<file path="src/rtl/alu_if.sv">
// alu_if: instruction words in and registered R-type result out for the alu
interface alu_if;
  logic [31:0] Rtype;
  logic [31:0] Itype;
  logic [31:0] Y;
  modport master (output Rtype, output Itype, input Y);
  modport slave (input Rtype, input Itype, output Y);
endinterface

</file>
<file path="src/rtl/alu.sv">
// alu: 32-bit execute stage, R-type word writes rd and Y, I-type word writes rt; ports clk, rst_n (async active-low), bus (Rtype, Itype in; Y out)
module alu (
  input  logic  clk,
  input  logic  rst_n,
  alu_if.slave  bus
);
  logic [31:0] rf [32];
  logic [31:0] y, a, b, ia, se, ze, r_val, i_val;
  logic [5:0]  r_op, i_op;
  logic [4:0]  rs, rt, rd, sh, i_rs, i_rt;
  logic        r_ok, i_ok, unused_bits;
  assign r_op = bus.Rtype[31:26];
  assign rs = bus.Rtype[25:21];
  assign rt = bus.Rtype[20:16];
  assign rd = bus.Rtype[15:11];
  assign sh = bus.Rtype[10:6];
  assign unused_bits = ^bus.Rtype[5:0];
  assign i_op = bus.Itype[31:26];
  assign i_rs = bus.Itype[25:21];
  assign i_rt = bus.Itype[20:16];
  assign se = {{16{bus.Itype[15]}}, bus.Itype[15:0]};
  assign ze = {16'h0, bus.Itype[15:0]};
  assign a = rs == 5'd0 ? 32'h0 : rf[rs];
  assign b = rt == 5'd0 ? 32'h0 : rf[rt];
  assign ia = i_rs == 5'd0 ? 32'h0 : rf[i_rs];
  assign bus.Y = y;
  always_comb begin
    r_val = 32'h0;
    r_ok = 1'b1;
    case (r_op)
      6'd0:  r_val = a + b;
      6'd1:  r_val = a - b;
      6'd2:  r_val = a & b;
      6'd3:  r_val = a | b;
      6'd4:  r_val = a ^ b;
      6'd5:  r_val = ~(a | b);
      6'd6:  r_val = {31'h0, $signed(a) < $signed(b)};
      6'd10: r_val = b << sh;
      6'd11: r_val = b >> sh;
      default: r_ok = 1'b0;
    endcase
  end
  always_comb begin
    i_val = 32'h0;
    i_ok = 1'b1;
    case (i_op)
      6'd1: i_val = ia + se;
      6'd2: i_val = ia & ze;
      6'd3: i_val = ia | ze;
      6'd4: i_val = ia ^ ze;
      6'd5: i_val = {bus.Itype[15:0], 16'h0};
      6'd6: i_val = {31'h0, $signed(ia) < $signed(se)};
      default: i_ok = 1'b0;
    endcase
  end
  // the I-type write is issued last so it wins when both target the same register
  always_ff @(posedge clk or negedge rst_n)
    if (!rst_n) begin
      y <= 32'h0;
      for (int i = 0; i < 32; i++) rf[i] <= 32'h0;
    end else begin
      if (r_ok) y <= r_val;
      if (r_ok && rd != 5'd0) rf[rd] <= r_val;
      if (i_ok && i_rt != 5'd0) rf[i_rt] <= i_val;
    end
endmodule

</file>
<file path="src/flat_wrapper.sv">
// flat-port wrapper written by rule: the top's interface ports become plain ports
module alu_flat 
  (clk, rst_n, bus_Rtype, bus_Itype, bus_Y);
  alu_if bus_i ();
  input  logic clk;
  input  logic rst_n;
  input wire logic [$bits(bus_i.Rtype)-1:0] bus_Rtype;
  input wire logic [$bits(bus_i.Itype)-1:0] bus_Itype;
  output wire logic [$bits(bus_i.Y)-1:0] bus_Y;
  assign bus_i.Rtype = bus_Rtype;
  assign bus_i.Itype = bus_Itype;
  assign bus_Y = bus_i.Y;
  alu u_core (.clk(clk), .rst_n(rst_n), .bus(bus_i));
endmodule
</file>
<file path="config.mk">
export PLATFORM = sky130hd
export DESIGN_NAME = alu_flat
export DESIGN_NICKNAME = d
export VERILOG_FILES = /design/src/rtl/alu_if.sv /design/src/rtl/alu.sv /design/src/flat_wrapper.sv
export SDC_FILE = /design/constraint.sdc
export NUM_CORES = 2
export LEC_CHECK = 0
export BUFFER_PORTS_ARGS = -buffer_cell sky130_fd_sc_hd__buf_2
export CAP_MARGIN = 20
export CORE_ASPECT_RATIO = 0.8
export CORE_MARGIN = 2
export CORE_UTILIZATION = 25
export DETAILED_ROUTE_END_ITERATION = 6
export PLACE_DENSITY = 0.44
export SYNTH_ARGS = -nofsm -noshare
export SYNTH_HDL_FRONTEND = slang
export SYNTH_SLANG_ARGS = --single-unit
</file>
<file path="constraint.sdc">
create_clock -name clk -period 10.3 [get_ports clk]
set_input_delay 0 -clock clk [delete_from_list [all_inputs] [get_ports clk]]
set_output_delay 0 -clock clk [all_outputs]
set_load 0.03 [all_outputs]
</file>
==> key figures <==
Layout
  – Syn-to-layout area delta: 12.9%
  – Most frequent cells in the layout: dfrtp_1, mux4_2, nor2_1, o21ai_0, nand2_1
  – Ratio of cells with drive above 1 in the final layout: 21.3%
  – Fin cells: 12.5k
  – Layout Nets: 8271
  – Commonest non-fill, non-tap cell in the layout: dfrtp_1

Setup path
  – Critical Path Fanout Max: 21
  – Worst path max stage delay: 0.84 ns
  – Crit Path Class: in2reg
  – WP data required: 10.93 ns
  – Start point of the critical path: bus_Rtype[18]
  – Data arrival time of the critical path: 8.41 ns
  – Crit-path most repeated cell: buf_4
  – CP Launch Type: input pin
  – Crit-path cells: buf_2 -> buf_4 -> nor2b_4 -> buf_4 -> a22o_1 -> a211o_1 -> nand2_1 -> nor2_1 -> inv_1 -> ha_1 -> nand2b_1 -> a221oi_1 -> a2111oi_0 -> o21ai_0 -> a21oi_1 -> o21ai_0 -> o211ai_1 -> o311ai_0 -> xnor2_1 -> a21oi_4 -> buf_4 -> o221ai_1
  – Endpoint type of the worst setup path: flop
  – CP max-delay cell: a21oi_4
  – Worst r2r src: u_core.rf[69]

STA
  – RSZ-0062 raised after global routing: false
  – Relative max-transition margin: 9.02%
  – Setup violators final: 0
  – Final number of hold-violating endpoints: 0
  – Fin. max-slew vios: 0
  – Worst Tran Pin Value: 1.35 ns
  – Maximum clock rate: 0.128 GHz
  – Min Tclk post-route: 7.79 ns
  – Tcrit/Tclk final: 75.6%
  – Setup TNS: 0 ns
  – Clock skew: 0.0429 ns
  – Setup ws final: 2.51 ns

Synthesis
  – Area leader, netlist: dfrtp_1
  – Post-synthesis area per instance: 9.95 µm²
  – Post-synth EDFFs: 0
  – Register area share after synthesis: 32.1%
  – Main synth FF type: dfrtp_1
  – Cell Area, Synth: 82400 µm²
  – Seq cells post-synth: 1056
  – Post-synth top area share: 32.1%
  – Asr flop ratio synth: 100%
  – Syn_nets: 8559
  – Cells after Synth: 8285
  – Distinct cells, synth: 93
  – Synth area leaders: dfrtp_1, mux4_2, o21ai_0
  – Warnings, synthesis: 0

Clocking
  – H-tree Lvls: 3
  – Clock sinks: 1056
  – Root buf cell: clkbuf_16
  – # hold bufs at CTS: 14
  – Worst-path clk slew: 0.07 ns
  – Post_cts resized: 0
  – Clock tree buffer depth: 3
  – Total CTS buffers: 114
  – Setup bufs post-CTS: 0
  – Clock Latency Late Sink: 0.80 ns
  – CTS tree: built

Floorplan
  – Die Wd: 646 µm
  – Die area: 334000 µm²
  – Row count: 188
  – Die height: 518 µm
  – Number of top-level pins: 98
  – Starting Density: 25.1%
  – Core area: 328000 µm²

Route
  – Vias per cell: 6.38
  – Avg WL per Cell: 36.7 µm
  – ANT nets after route: 0
  – Post-Route WL: 459 mm
  – M1 WL: 196 mm
  – # DRC: 0
  – DR WL met2: 183 mm
  – Met3 WL post-DR: 61.1 mm
  – First-pass DRT Iterations: 7
  – Vias: 79.7k
  – DRT iter0 DRCs: 12.1k
  – Max layer used: met5

Place
  – Placer's final routability congestion estimate: 0.979
  – PortBufs: 91
  – Pre-CTS setup slack: 2.00 ns
  – Dpl cells: 12.2k
  – DP Wirelength: 325 mm

Hold path
  – Min-Delay Startpoint: bus_Itype[13]
  – Hold Path Class: in2reg

GRT
  – Largest net degree at the start of global routing: 158
  – Vias in the first global route: 75.1k
  – GR Overflow Total: 0
  – Initial antenna violation count: 26
  – Tot GR Track Use: 26.5%
  – First-pass GRT wire length: 631 mm

Flow run
  – Max Cap Viol: 0

Outcome
  – Outcome: complete, no violations

Power
  – VDD IR max: 129 µV
  – Pwr/cell area: 151 nW/µm²
  – Leakage power total: 37.5 nW
worst paths after layout:
check | endpoint | slack, ns | cells after the start
min in group asynchronous | u_core.rf[362] | 0.34 | 4
worst max register to register | u_core.rf[538] | 2.73 | 19
worst max-delay path | u_core.rf[538] | 2.51 | 22
worst min register to register | u_core.rf[1015] | 0.42 | 0
worst min-delay path | u_core.rf[61] | 0.07 | 6
max in group asynchronous | u_core.rf[759] | 7.44 | 6
sequential cells by signal, indices dropped and copies added (netlist names):
register / flops
u_core.bus.Y: 32
u_core.rf: 1024
stage by stage:
stage	util (%)	hold slack, ns	total power, mW	instance area [µm²]
floorplan	-	-0.296	7.86	82400
global placement	27.0	-0.0480	9.39	88600
detailed placement	27.0	-0.0436	9.48	88700
CTS	28.3	0.00730	14.0	92800
global route	28.4	0.0984	14.6	93000
finish	28.4	0.0718	14.1	93100
layer usage:
layer	global-route usage [%]	vias up
met4	9.40	18
met2	35.8	5623
met3	9.25	800
met1	38.5	41600
li1	-	31600
met5	0.558	-
cell usage after synthesis (18+ instances only):
| cell | instances |
|---|---|
| buf_1 | 115 |
| nand2b_1 | 129 |
| dfrtp_1 | 1056 |
| o31ai_1 | 20 |
| nor4_1 | 25 |
| and3_1 | 32 |
| a21o_1 | 130 |
| a211oi_1 | 78 |
| nand2_1 | 576 |
| ha_1 | 205 |
| a22oi_1 | 49 |
| or4_1 | 23 |
| o221ai_1 | 136 |
| a221oi_1 | 33 |
| inv_1 | 162 |
| mux4_2 | 833 |
| a22o_1 | 62 |
| a211o_1 | 125 |
| o21bai_1 | 67 |
| mux2i_1 | 204 |
| o22ai_1 | 394 |
| and2_1 | 34 |
| nand3_1 | 145 |
| xnor2_1 | 28 |
| clkbuf_1 | 688 |
| o21ai_0 | 708 |
| a221o_1 | 116 |
| nor3_1 | 186 |
| nor2_1 | 862 |
| a21oi_1 | 275 |
| or3_1 | 44 |
| o31a_1 | 18 |
| buf_2 | 55 |
| mux2_2 | 49 |
| a31oi_1 | 229 |
| o211ai_1 | 111 |
| nand4_1 | 31 |
| buf_6 | 20 |
kinds of logic (layout without fill, tap and decap cells):
family                     count (synthesis)  in the layout  synth area share [%]
AOI/OAI and AO/OA                       2679           2679                  21.6
and+or+nand+nor                         2165           2165                  11.7
muxes                                   1087           1087                  25.9
buffers and inverters                   1058            868                  5.19
DFF                                     1056           1056                  32.1
adders and majority gates                208            208                  3.18
xor gates and xnor gates                  32             32                 0.340
other                                      0             22                     0
report_power, final:
group          internal, mW  switching (mW)
sequential             4.69           0.555
combinational          1.78            2.52
clock                  2.51            2.02
worst max-delay path, delay by kind of cell:
| kind | cells | cell delay [ns] |
|---|---|---|
| fa+ha+maj | 1 | 0.43 |
| compound gates | 11 | 4.14 |
| simple gates | 4 | 1.80 |
| xor+xnor | 1 | 0.29 |
| buf+inv | 5 | 1.61 |
area by class of cell:
class | instances | area, µm²
Clock buffer | 169 | 3440
Timing Repair Buffer | 490 | 3980
Multi-Input combinational cell | 6171 | 52600
Antenna cell | 22 | 55.1
Clock inverter | 45 | 489
Fill cell | 34200 | 235000
Tap cell | 4370 | 5470
Inverter | 164 | 616
Sequential cell | 1056 | 26400
Note: power is estimated with default switching activity, not from simulation.
